$ cat config.mk
export PLATFORM = sky130hd
export DESIGN_NAME = matrix_product_seq
export DESIGN_NICKNAME = d
export VERILOG_FILES = /design/src/rtl/matrix_pkg.sv /design/src/rtl/mat_mac16.sv /design/src/rtl/matrix_product_seq.sv
export SDC_FILE = /design/constraint.sdc
export NUM_CORES = 1
export LEC_CHECK = 0
export CAP_MARGIN = 20
export CORE_ASPECT_RATIO = 0.8
export CORE_MARGIN = 4
export CORE_UTILIZATION = 30
export DETAILED_ROUTE_END_ITERATION = 16
export HOLD_SLACK_MARGIN = 0.05
export PLACE_DENSITY = 0.46
export SETUP_SLACK_MARGIN = 0.5
export SLEW_MARGIN = 20
export SYNTH_ARGS = -nofsm -noshare
export SYNTH_HDL_FRONTEND = slang
export SYNTH_SLANG_ARGS = --single-unit
export TNS_END_PERCENT = 30
$ cat constraint.sdc
create_clock -name clk -period 12.2 [get_ports clk]
set_input_delay 3.05 -clock clk [delete_from_list [all_inputs] [get_ports clk]]
set_output_delay 3.05 -clock clk [all_outputs]
set_load 0.03 [all_outputs]
$ cat src/rtl/matrix_pkg.sv
// Shared constants, FSM state type and element-indexing helpers for the
// sequential 3x3 matrix product.
package matrix_pkg;

  localparam int unsigned ELEM_W = 16;
  localparam int unsigned DIM    = 3;
  localparam int unsigned ACC_W  = 34;
  localparam int unsigned PROD_W = 2 * ELEM_W;
  localparam int unsigned NELEM  = DIM * DIM;
  localparam int unsigned MAT_W  = NELEM * ELEM_W;
  localparam int unsigned IDX_W  = 4;

  localparam logic [1:0] IDX_LAST = 2'(DIM - 1);

  typedef enum logic {
    IDLE = 1'b0,
    RUN  = 1'b1
  } state_t;

  // Bit offset of element (row,col) inside a row-major packed matrix.
  function automatic int unsigned elem_lsb(input logic [1:0] row, input logic [1:0] col);
    return ELEM_W * (DIM * 32'(row) + 32'(col));
  endfunction

  // Element number of (row,col) in row-major order.
  function automatic logic [IDX_W-1:0] elem_idx(input logic [1:0] row, input logic [1:0] col);
    return IDX_W'(DIM * 32'(row) + 32'(col));
  endfunction

endpackage

$ cat src/rtl/mat_mac16.sv
// Combinational multiply-accumulate: acc_next = acc + a*b (unsigned).
module mat_mac16
  import matrix_pkg::*;
(
  input  logic [ACC_W-1:0]  acc,
  input  logic [ELEM_W-1:0] a,
  input  logic [ELEM_W-1:0] b,
  output logic [ACC_W-1:0]  acc_next
);

  logic [PROD_W-1:0] prod;

  // Full-width unsigned product widened into the accumulator.
  always_comb begin
    prod     = PROD_W'(a) * PROD_W'(b);
    acc_next = acc + ACC_W'(prod);
  end

endmodule

$ cat src/rtl/matrix_product_seq.sv
// Sequential 3x3 matrix product P = A x B using one time-multiplexed MAC.
// One partial product per cycle, row-major element order, 27 cycles per run.
module matrix_product_seq
  import matrix_pkg::*;
(
  input  logic             clk,
  input  logic             rst_n,
  input  logic             start,
  input  logic [MAT_W-1:0] a_mat,
  input  logic [MAT_W-1:0] b_mat,
  output logic [MAT_W-1:0] p_mat,
  output logic             busy,
  output logic             done,
  output logic             ovf
);

  state_t                        state;
  logic [NELEM-1:0][ELEM_W-1:0]  a_q;
  logic [NELEM-1:0][ELEM_W-1:0]  b_q;
  logic [NELEM-1:0][ELEM_W-1:0]  p_q;
  logic [ACC_W-1:0]              acc;
  logic [ACC_W-1:0]              acc_next;
  logic [1:0]                    i;
  logic [1:0]                    j;
  logic [1:0]                    k;
  logic [ELEM_W-1:0]             a_op;
  logic [ELEM_W-1:0]             b_op;

  // Operand selection: A[i][k] and B[k][j] from the latched copies.
  always_comb begin
    a_op = a_q[elem_idx(i, k)];
    b_op = b_q[elem_idx(k, j)];
  end

  mat_mac16 u_mac (
    .acc      (acc),
    .a        (a_op),
    .b        (b_op),
    .acc_next (acc_next)
  );

  assign p_mat = p_q;

  // Control FSM, index counters, accumulator, result register and flags.
  always_ff @(posedge clk or negedge rst_n) begin
    if (!rst_n) begin
      state <= IDLE;
      a_q   <= '0;
      b_q   <= '0;
      p_q   <= '0;
      acc   <= '0;
      i     <= '0;
      j     <= '0;
      k     <= '0;
      busy  <= 1'b0;
      done  <= 1'b0;
      ovf   <= 1'b0;
    end else begin
      done <= 1'b0;
      case (state)
        IDLE: begin
          if (start) begin
            a_q   <= a_mat;
            b_q   <= b_mat;
            acc   <= '0;
            ovf   <= 1'b0;
            i     <= '0;
            j     <= '0;
            k     <= '0;
            busy  <= 1'b1;
            state <= RUN;
          end
        end
        RUN: begin
          if (k == IDX_LAST) begin
            p_q[elem_idx(i, j)] <= acc_next[ELEM_W-1:0];
            if (|acc_next[ACC_W-1:ELEM_W]) begin
              ovf <= 1'b1;
            end
            acc <= '0;
            k   <= '0;
            if (j == IDX_LAST) begin
              j <= '0;
              if (i == IDX_LAST) begin
                i     <= '0;
                busy  <= 1'b0;
                done  <= 1'b1;
                state <= IDLE;
              end else begin
                i <= i + 2'd1;
              end
            end else begin
              j <= j + 2'd1;
            end
          end else begin
            acc <= acc_next;
            k   <= k + 2'd1;
          end
        end
        default: state <= IDLE;
      endcase
    end
  end

endmodule

==> impl_metrics.json <==
{
  "status": "finished, final reports clean",
  "nNetsFinal": 4129,
  "cts_setup_buffers": 0,
  "ys_top_cells_by_area": "dfrtp_1 40%, fa_1 15%, nand2_1 13%, ha_1 5.1%, mux4_2 4.8%",
  "slew_headroom_pct": 25.1,
  "synth_edf_count": 0,
  "wire_per_inst_um": 20.5,
  "cts-root-buf": "clkbuf_16",
  "drv_slew": 0,
  "ctsHoldBuffers": 0,
  "place_hpwl_um": 75000,
  "yosysMostFrequentCell": "nand2_1",
  "finClkSkew_ps": 46.9,
  "finalSetupViolCount": 0,
  "clk_latency_ps": 650,
  "totalWireLength_um": 99500,
  "grt_max_degree": 210,
  "synth_area_um2": 30000,
  "grt_overflow": 0,
  "synth.distinct_cells": 67,
  "grt_use_total_pct": 18.9,
  "cts_buffers": 56,
  "max_stage_delay_ps": 1100,
  "rows": 103,
  "drc": 0,
  "end_kind": "flip-flop",
  "finalSetupTns_ps": 0,
  "critPathLaunchType": "flip-flop",
  "ys.flop_type": "dfrtp_1",
  "coreArea_um2": 98800,
  "min_path_type": "flip-flop to flip-flop",
  "clk_pin_slew_ps": 60,
  "io_buffers": 437,
  "io_pins": 438,
  "vias": 22100,
  "clk_path_buf_depth": 3,
  "drtAntennaViolNets": 0,
  "final.min_clock_period_ps": 9630,
  "async_reset_ff_share_pct": 100,
  "arrival_ps": 10100,
  "finalHoldViolations": 0,
  "critical_path_class": "flip-flop to flip-flop",
  "crit_fanout": 23,
  "synth_seq_area_share_pct": 39.7,
  "synth_common_cells": "1,066 x nand2_1, 476 x dfrtp_1, 357 x inv_1",
  "netlist_instances": 3088,
  "max_freq_mhz": 104,
  "tightest_slew_ps": 1120,
  "cts_tree": "built",
  "syn_avg_cell_area_um2": 9.71,
  "ys_ff_latch": 476,
  "synth_top_area_cell": "dfrtp_1",
  "cts_sinks": 476,
  "cts.repair.resized": 0,
  "slowest_stage": "fa_2",
  "gp_congestion": 0.845,
  "h-tree-depth": 2,
  "floorplan.initialDensity_pct": 30.3,
  "synth_top_area_share_pct": 39.7,
  "finalCritPeriodShare_pct": 79.0,
  "grt_pass1_vias": 23500,
  "drv_cap": 0,
  "die_h_um": 291,
  "firstDrtPassIters": 5,
  "final_layout_size_suffix_gt1_share_pct": 10.3,
  "path_common_cell": "inv_1",
  "chipWidth_um": 361,
  "antenna_found_initial": 11,
  "grt_pass1_wl_um": 152000,
  "cp.required_ps": 12660,
  "rrSetupSlack_ps": 2570,
  "ys_warn_count": 0,
  "rsz0062_at_grt": "false",
  "die-area_um2": 105000,
  "drtIter0Drc": 1681,
  "vias_per_cell": 4.57,
  "area_delta_synth_final_pct": 26.1,
  "syn-num-nets": 3730
}
[registers in the layout, summed over array words and instances, names as in the netlist]
signal,cells
i,2
j,2
acc,34
k,2
done,1
busy,1
a_q,144
p_mat,144
ovf,1
state,1
b_q,144
[layer usage]
metal  wire length, um  global-route usage, %  share of wire (%)
met2             44700                   29.3                 45
met1             46600                   26.9                 47
met4              1420                   3.48                1.4
met5                83                      0              0.083
met3              6680                   4.90                6.7
[layout make-up]
cell class | instances | area (um2)
clock buffer | 76 | 1580
fill | 9968 | 61000
timing repair buffer | 484 | 4770
antenna | 3 | 7.51
clock inverter | 24 | 265
multi-input combinational | 2109 | 16300
tap | 1312 | 1640
inverter | 360 | 1350
sequential | 476 | 11900
[worst max-delay path, delay by kind of cell (launching register included)]
family                     cells  cell delay [ps]
AOI/OAI and AO/OA              6             1390
xor gates and xnor gates       1              110
adders and majority gates      9             4730
buffers and inverters          9             1170
DFF                            1              430
muxes                          2              720
and+or+nand+nor                4              860
[worst paths after layout]
path | start | endpoint | cells past startpoint
worst min-delay path | b_q[36]$_DFFE_PN0P_ | b_q[36]$_DFFE_PN0P_ | 2
worst max register to register | i[0]$_DFFE_PN0P_ | ovf$_DFFE_PN0P_ | 31
max in group asynchronous | rst_n | acc[33]$_DFFE_PN0P_ | 3
worst min register to register | b_q[36]$_DFFE_PN0P_ | b_q[36]$_DFFE_PN0P_ | 2
worst max-delay path | i[0]$_DFFE_PN0P_ | ovf$_DFFE_PN0P_ | 31
min in group asynchronous | rst_n | a_q[20]$_DFFE_PN0P_ | 1
[layout by cell type (no fill, tap or decap), types with 5 or more instances in the layout]
master,count
clkinv_2,13
fa_1,229
buf_4,44
ha_1,119
nand2b_1,12
a21o_1,12
xor2_1,11
clkdlybuf4s50_1,436
mux2_2,123
nor3_1,11
nand3_1,11
mux4_2,64
nor2b_1,12
xnor2_1,15
clkbuf_16,57
and2_1,20
clkbuf_1,11
a21oi_1,41
nor2_1,128
and3_1,5
inv_1,357
nand2_1,1066
a211oi_1,5
o31ai_1,5
clkbuf_8,8
a31oi_1,5
o21ai_1,24
a22o_1,25
dfrtp_1,476
o21a_1,19
o21ai_0,31
mux2i_1,39
[per-stage QoR]
step / instances / setup WS [ps] / utilization (%) / hold slack, ps / instance area (um2)
floorplan: 3088 / 3490 / - / 440 / 30000
global placement: 4741 / 2670 / 36.4 / 455 / 35900
detailed placement: 4741 / 2560 / 36.4 / 457 / 35900
CTS: 4841 / 2500 / 38.2 / 471 / 37800
global route: 4844 / 2020 / 38.2 / 490 / 37800
finish: 4844 / 2570 / 38.2 / 466 / 37800
[cell families (layout without fill, tap and decap cells)]
kind of cell	Yosys count	after routing	synth area share (%)
multiplexers	230	230	10.9
adder cells (fa/ha/maj)	351	351	20.4
other	0	3	0
AO/OA/AOI/OAI	202	202	4.62
buffers and inverters	503	944	6.34
XOR/XNOR	29	29	0.872
flip-flops	476	476	39.7
AND/OR/NAND/NOR	1297	1297	17.1
Power is left out: the tool's default activity adds up to more than one toggle a clock period on the data nets, which glitch-free logic cannot reach.
